File: src/rtl/iob_2p_asym_fifo_ctrl_if.sv
// Client/RAM-facing bundle of the asymmetric FIFO controller.
// slave = controller side, master = producer/consumer plus RAM side.
interface iob_2p_asym_fifo_ctrl_if #(
    parameter int W_DATA_W = 32,
    parameter int W_ADDR_W = 2,
    parameter int R_DATA_W = 8,
    parameter int R_ADDR_W = 4
);
    localparam int LVL_W = ((W_ADDR_W > R_ADDR_W) ? W_ADDR_W : R_ADDR_W) + 1;

    logic                clr;
    logic                w_req;
    logic [W_DATA_W-1:0] w_data;
    logic                r_req;
    logic [R_DATA_W-1:0] r_data;
    logic                r_valid;
    logic                full;
    logic                empty;
    logic [LVL_W-1:0]    level;
    logic                w_ovf;
    logic                r_unf;
    logic                mem_w_en;
    logic [W_ADDR_W-1:0] mem_w_addr;
    logic [W_DATA_W-1:0] mem_w_data;
    logic                mem_r_en;
    logic [R_ADDR_W-1:0] mem_r_addr;
    logic [R_DATA_W-1:0] mem_r_data;

    modport slave (
        input  clr, w_req, w_data, r_req, mem_r_data,
        output r_data, r_valid, full, empty, level, w_ovf, r_unf,
               mem_w_en, mem_w_addr, mem_w_data, mem_r_en, mem_r_addr
    );

    modport master (
        output clr, w_req, w_data, r_req, mem_r_data,
        input  r_data, r_valid, full, empty, level, w_ovf, r_unf,
               mem_w_en, mem_w_addr, mem_w_data, mem_r_en, mem_r_addr
    );
endinterface

File: src/rtl/iob_2p_asym_fifo_ctrl.sv
// Single-clock FIFO controller for an asymmetric two-port RAM.
// Occupancy and pointers count narrow-word units; flags are registered from level_next.
module iob_2p_asym_fifo_ctrl #(
    parameter int W_DATA_W = 32,
    parameter int W_ADDR_W = 2,
    parameter int R_DATA_W = 8,
    parameter int R_ADDR_W = 4
) (
    input  logic                         clk,
    input  logic                         rst_n,
    iob_2p_asym_fifo_ctrl_if.slave       bus
);
    localparam int MAX_AW = (W_ADDR_W > R_ADDR_W) ? W_ADDR_W : R_ADDR_W;
    localparam int LVL_W  = MAX_AW + 1;
    localparam int CAP    = 2 ** MAX_AW;
    localparam int MIN_W  = (W_DATA_W < R_DATA_W) ? W_DATA_W : R_DATA_W;
    localparam int WU     = W_DATA_W / MIN_W;
    localparam int RU     = R_DATA_W / MIN_W;
    localparam int WU_SH  = $clog2(WU);
    localparam int RU_SH  = $clog2(RU);

    localparam logic [LVL_W-1:0] WU_L  = LVL_W'(WU);
    localparam logic [LVL_W-1:0] RU_L  = LVL_W'(RU);
    localparam logic [LVL_W-1:0] CAP_L = LVL_W'(CAP);

    logic [LVL_W-1:0] r_wptr, r_rptr, r_level;
    logic             r_full, r_empty, r_valid, r_w_ovf, r_r_unf;

    logic             w_w_acc, w_r_acc;
    logic [LVL_W-1:0] w_level_next, w_free_next;
    logic [LVL_W-2:0] w_wofs, w_rofs;

    // clr wins over requests, so nothing reaches the RAM in a clearing cycle
    assign w_w_acc = bus.w_req & ~r_full  & ~bus.clr;
    assign w_r_acc = bus.r_req & ~r_empty & ~bus.clr;

    assign w_level_next = r_level + (w_w_acc ? WU_L : '0) - (w_r_acc ? RU_L : '0);
    assign w_free_next  = CAP_L - w_level_next;

    // Unit offset within the RAM, scaled down to the port's word granularity
    assign w_wofs = r_wptr[LVL_W-2:0] >> WU_SH;
    assign w_rofs = r_rptr[LVL_W-2:0] >> RU_SH;

    assign bus.mem_w_en   = w_w_acc;
    assign bus.mem_w_addr = w_wofs[W_ADDR_W-1:0];
    assign bus.mem_w_data = bus.w_data;
    assign bus.mem_r_en   = w_r_acc;
    assign bus.mem_r_addr = w_rofs[R_ADDR_W-1:0];
    assign bus.r_data     = bus.mem_r_data;
    assign bus.r_valid    = r_valid;
    assign bus.full       = r_full;
    assign bus.empty      = r_empty;
    assign bus.level      = r_level;
    assign bus.w_ovf      = r_w_ovf;
    assign bus.r_unf      = r_r_unf;

    always_ff @(posedge clk or negedge rst_n) begin
        if (!rst_n) begin
            r_wptr  <= '0;
            r_rptr  <= '0;
            r_level <= '0;
            r_full  <= 1'b0;
            r_empty <= 1'b1;
            r_valid <= 1'b0;
            r_w_ovf <= 1'b0;
            r_r_unf <= 1'b0;
        end else if (bus.clr) begin
            r_wptr  <= '0;
            r_rptr  <= '0;
            r_level <= '0;
            r_full  <= 1'b0;
            r_empty <= 1'b1;
            r_valid <= 1'b0;
            r_w_ovf <= 1'b0;
            r_r_unf <= 1'b0;
        end else begin
            if (w_w_acc) r_wptr <= r_wptr + WU_L;
            if (w_r_acc) r_rptr <= r_rptr + RU_L;
            r_level <= w_level_next;
            r_full  <= (w_free_next < WU_L);
            r_empty <= (w_level_next < RU_L);
            r_valid <= w_r_acc;
            r_w_ovf <= bus.w_req & r_full;
            r_r_unf <= bus.r_req & r_empty;
        end
    end
endmodule

File: src/flat_wrapper.sv
// flat-port wrapper written by rule: the top's interface ports become plain ports
module iob_2p_asym_fifo_ctrl_flat 
#(
    parameter int W_DATA_W = 32,
    parameter int W_ADDR_W = 2,
    parameter int R_DATA_W = 8,
    parameter int R_ADDR_W = 4
)
  (clk, rst_n, bus_clr, bus_w_req, bus_w_data, bus_r_req, bus_mem_r_data, bus_r_data, bus_r_valid, bus_full, bus_empty, bus_level, bus_w_ovf, bus_r_unf, bus_mem_w_en, bus_mem_w_addr, bus_mem_w_data, bus_mem_r_en, bus_mem_r_addr);
  iob_2p_asym_fifo_ctrl_if #(.W_DATA_W(W_DATA_W), .W_ADDR_W(W_ADDR_W), .R_DATA_W(R_DATA_W), .R_ADDR_W(R_ADDR_W)) bus_i ();
  input  logic clk;
  input  logic rst_n;
  input wire logic [$bits(bus_i.clr)-1:0] bus_clr;
  input wire logic [$bits(bus_i.w_req)-1:0] bus_w_req;
  input wire logic [$bits(bus_i.w_data)-1:0] bus_w_data;
  input wire logic [$bits(bus_i.r_req)-1:0] bus_r_req;
  input wire logic [$bits(bus_i.mem_r_data)-1:0] bus_mem_r_data;
  output wire logic [$bits(bus_i.r_data)-1:0] bus_r_data;
  output wire logic [$bits(bus_i.r_valid)-1:0] bus_r_valid;
  output wire logic [$bits(bus_i.full)-1:0] bus_full;
  output wire logic [$bits(bus_i.empty)-1:0] bus_empty;
  output wire logic [$bits(bus_i.level)-1:0] bus_level;
  output wire logic [$bits(bus_i.w_ovf)-1:0] bus_w_ovf;
  output wire logic [$bits(bus_i.r_unf)-1:0] bus_r_unf;
  output wire logic [$bits(bus_i.mem_w_en)-1:0] bus_mem_w_en;
  output wire logic [$bits(bus_i.mem_w_addr)-1:0] bus_mem_w_addr;
  output wire logic [$bits(bus_i.mem_w_data)-1:0] bus_mem_w_data;
  output wire logic [$bits(bus_i.mem_r_en)-1:0] bus_mem_r_en;
  output wire logic [$bits(bus_i.mem_r_addr)-1:0] bus_mem_r_addr;
  assign bus_i.clr = bus_clr;
  assign bus_i.w_req = bus_w_req;
  assign bus_i.w_data = bus_w_data;
  assign bus_i.r_req = bus_r_req;
  assign bus_i.mem_r_data = bus_mem_r_data;
  assign bus_r_data = bus_i.r_data;
  assign bus_r_valid = bus_i.r_valid;
  assign bus_full = bus_i.full;
  assign bus_empty = bus_i.empty;
  assign bus_level = bus_i.level;
  assign bus_w_ovf = bus_i.w_ovf;
  assign bus_r_unf = bus_i.r_unf;
  assign bus_mem_w_en = bus_i.mem_w_en;
  assign bus_mem_w_addr = bus_i.mem_w_addr;
  assign bus_mem_w_data = bus_i.mem_w_data;
  assign bus_mem_r_en = bus_i.mem_r_en;
  assign bus_mem_r_addr = bus_i.mem_r_addr;
  iob_2p_asym_fifo_ctrl #(.W_DATA_W(W_DATA_W), .W_ADDR_W(W_ADDR_W), .R_DATA_W(R_DATA_W), .R_ADDR_W(R_ADDR_W)) u_core (.clk(clk), .rst_n(rst_n), .bus(bus_i));
endmodule
File: config.mk
export PLATFORM = sky130hd
export DESIGN_NAME = iob_2p_asym_fifo_ctrl_flat
export DESIGN_NICKNAME = d
export VERILOG_FILES = /design/src/rtl/iob_2p_asym_fifo_ctrl_if.sv /design/src/rtl/iob_2p_asym_fifo_ctrl.sv /design/src/flat_wrapper.sv
export SDC_FILE = /design/constraint.sdc
export NUM_CORES = 1
export LEC_CHECK = 0
export BUFFER_PORTS_ARGS = -buffer_cell sky130_fd_sc_hd__buf_4
export CORE_MARGIN = 4
export CORE_UTILIZATION = 39
export DETAILED_ROUTE_END_ITERATION = 10
export PLACE_DENSITY = 0.86
export SLEW_MARGIN = 20
export SYNTH_ARGS = -nofsm -noshare
export SYNTH_HDL_FRONTEND = slang
export SYNTH_SLANG_ARGS = --single-unit
File: constraint.sdc
create_clock -name clk -period 3.3 [get_ports clk]
set_input_delay 0.165 -clock clk [delete_from_list [all_inputs] [get_ports clk]]
set_output_delay 0.165 -clock clk [all_outputs]
set_load 0.03 [all_outputs]
==> key figures <==
Synthesis
  – Post-synthesis cell type count: 21
  – Largest area contributor in the netlist: dfrtp_1
  – Cells after Synth: between 100 and 150
  – Area of the mapped netlist: roughly 1100 um2
  – Synth Flop Type: dfrtp_1
  – Post-synth top area share: 0.349
  – Async SR Flop Fraction: 1.00
  – Synthesized area per cell: between 9 and 10 um2
  – Register area share after synthesis: 0.373
  – Yosys reg bits: 16
  – Top cells by area, synth: dfrtp_1, buf_4, ha_1
  – Synth warnings: 0
  – Most frequent cell after synthesis: buf_4
  – Syn Nets: around 170
  – EDFF count, synth: 0
  – Most instantiated cells after synthesis: buf_4, dfrtp_1, nor2_1

Drt
  – Total number of vias: roughly 610
  – Vias per inst: 4.75
  – Routed Antenna Nets: 0
  – WL per Instance: 14.2 um
  – First-pass DRT Iterations: 4
  – DRC viols: 0
  – Detailed Route WL: between 1.5 and 2 mm
  – Initial DRC count: 10

Clock network
  – Num CTS Buffers: 3
  – Clock slew at reported path FFs: about 0.09 ns
  – CTS tree: yes
  – Clock latency on the worst-skew pair: 0.29 ns
  – Hold-fix buffers, CTS: 1
  – Post-CTS setup buffers: 0
  – Clock root buffer: clkbuf_4
  – Max clock buf depth: 2
  – H-tree levels: 1
  – Number of clock sinks: 16
  – Post-CTS Resized: 0

Timing
  – TNS Setup: 0 ns
  – Worst relative slew slack: 0.720
  – Crit share post-route: 0.743
  – RSZ-0062 raised after global routing: false
  – Slew Viols, Final: 0
  – Clock Skew: approximately 0.009 ns
  – Worst Max-Slew Pin Slew: roughly 0.42 ns
  – Max Clock Freq: approximately 400 MHz
  – Final setup violation count: 0
  – Count of final hold-check violations: 0
  – Clock period minus worst slack: approximately 2.5 ns

Critical path
  – Worst path top cell family by delay: adder cells
  – CP arrival: between 2 and 3 ns
  – CP peak stage delay: approximately 0.46 ns
  – R2r setup slk: about 0.85 ns
  – CP required: roughly 3.5 ns
  – Crit Path Class: flop to flop
  – Crit-path cells: nor2b_1, nor2b_1, ha_1, inv_1, ha_1, inv_1, fa_1, nand3_1, nor2_1, mux2_2
  – CP endpoint kind: flop
  – Path depth of the worst reg2reg path: 10
  – Bufs and invs on worst path: 2
  – Critical-path top delay cell: fa_1
  – Crit start category: flop
  – Crit-path max FO: 5
  – Reg2reg start: u_core.bus.empty
  – R2r endpoint: u_core.bus.full

Layout
  – Area Overhead vs Synth: -6.39%
  – Cell area after layout: around 1000 um2
  – Layout cells sized above 1: 0.296
  – Antenna cells: 0
  – Nets: 151

Floorplan
  – Die footprint: approximately 3700 um2
  – Width of the die: ~60 um
  – Rows: 18
  – Io pins: between 100 and 150
  – Die H: slightly above 60 um
  – Core footprint: about 2500 um2
  – Initial Utilization: 0.423

Outcome
  – Outcome: finished, final reports clean

Global routing
  – Initial antenna violation count: 0
  – GRT Total Usage: 0.100
  – First-pass GRT wire length: around 2.7 mm
  – Vias in the first global route: 600
  – Global route overflow: 0
  – Largest net degree at the start of global routing: 19

Placement
  – HPWL Detailed: 1.43 mm
  – Final RePlAce weighted congestion: approximately 0.75
  – Number of I/O port buffers: 22
  – Placed instance area: a little under 1000 um2

Power
  – Leakage: between 0.5 and 0.6 nW
  – Max IR drop VDD: ~330 uV
  – Power per cell area: between 800 and 900 nW/um2

Hold path
  – Hold path depth: 3
  – WHS Endpoint: u_core.bus.r_unf
  – Worst hold path type: primary input to flop
  – Hold Startpoint: bus_r_req

Job
  – MaxCap Viol Count: 0
-- cells in the final DEF, fill, tap and decap left out, drive strengths merged --
cell type / instances
buf: 22
dfrtp: 15
nor2: 13
inv: 9
ha: 6
nor2b: 5
xor2: 5
nand2: 4
clkbuf: 4
xnor2: 3
nand2b: 1
a21o: 1
a21oi: 1
a41o: 1
nand3: 1
nor4: 1
mux2: 1
nand4: 1
mux2i: 1
fa: 1
dlygate4sd3: 1
dfstp: 1
-- worst max-delay path by stage --
stage,to,from,depth (start not counted)
after global routing,u_core.bus.full,u_core.bus.empty,9
after CTS,u_core.bus.full,u_core.bus.empty,10
after global placement,u_core.bus.full,u_core.bus.empty,9
after floorplan,u_core.bus.full,u_core.bus.empty,10
after detailed placement,u_core.bus.full,u_core.bus.empty,10
final,u_core.bus.full,u_core.bus.empty,10
-- worst min-delay path, stage by stage --
cell and delay, ns:
buf_4 0.11, nand2_1 0.05, nor2_1 0.03
-- layout make-up --
type | count | area (um2)
timing repair buffer | 23 | 175
fill | 253 | 1540
clock buffer | 4 | 26.3
inverter | 9 | 33.8
multi-input combinational | 46 | 333
tap | 30 | 37.5
sequential | 16 | 402
-- routing by layer --
| layer | global-route usage | share of wire | vias up |
|---|---|---|---|
| li1 | - | - | 282 |
| met1 | 0.103 | 0.38 | 267 |
| met2 | 0.159 | 0.43 | 38 |
| met3 | 0.0553 | 0.14 | 21 |
| met4 | 0.0619 | 0.044 | 0 |
| met5 | 0 | 0 | - |
-- power breakdown --
group / switching, mW / internal [mW]
clock network: 0.0602 / 0.0470
logic: 0.253 / 0.175
registers: 0.0304 / 0.241
-- through the flow --
stage	cells	hold slack [ns]	util	setup slack [ns]	total power [mW]
after CTS	128	0.0874	0.396	0.832	0.819
after global routing	128	0.0912	0.396	0.641	0.863
after floorplan	113	-0.131	-	0.562	0.672
after global placement	123	0.0315	0.382	0.901	0.687
final	128	0.0972	0.396	0.850	0.807
after detailed placement	123	0.0378	0.382	0.842	0.709
-- cell families after synthesis --
logic type	synth area share
DFF	0.373
AOI/OAI and AO/OA	0.0256
muxes	0.0198
and+or+nand+nor	0.110
buffers and inverters	0.317
xor gates and xnor gates	0.0651
adders and majority gates	0.0884
-- flip-flops by register name (all words and copies together), names as in the netlist --
signal              cells
u_core.bus.level        5
u_core.r_rptr           4
u_core.r_wptr           2
u_core.bus.empty        1
u_core.bus.full         1
u_core.bus.r_unf        1
u_core.bus.r_valid      1
u_core.bus.w_ovf        1
Note: power is estimated with default switching activity, not from simulation.
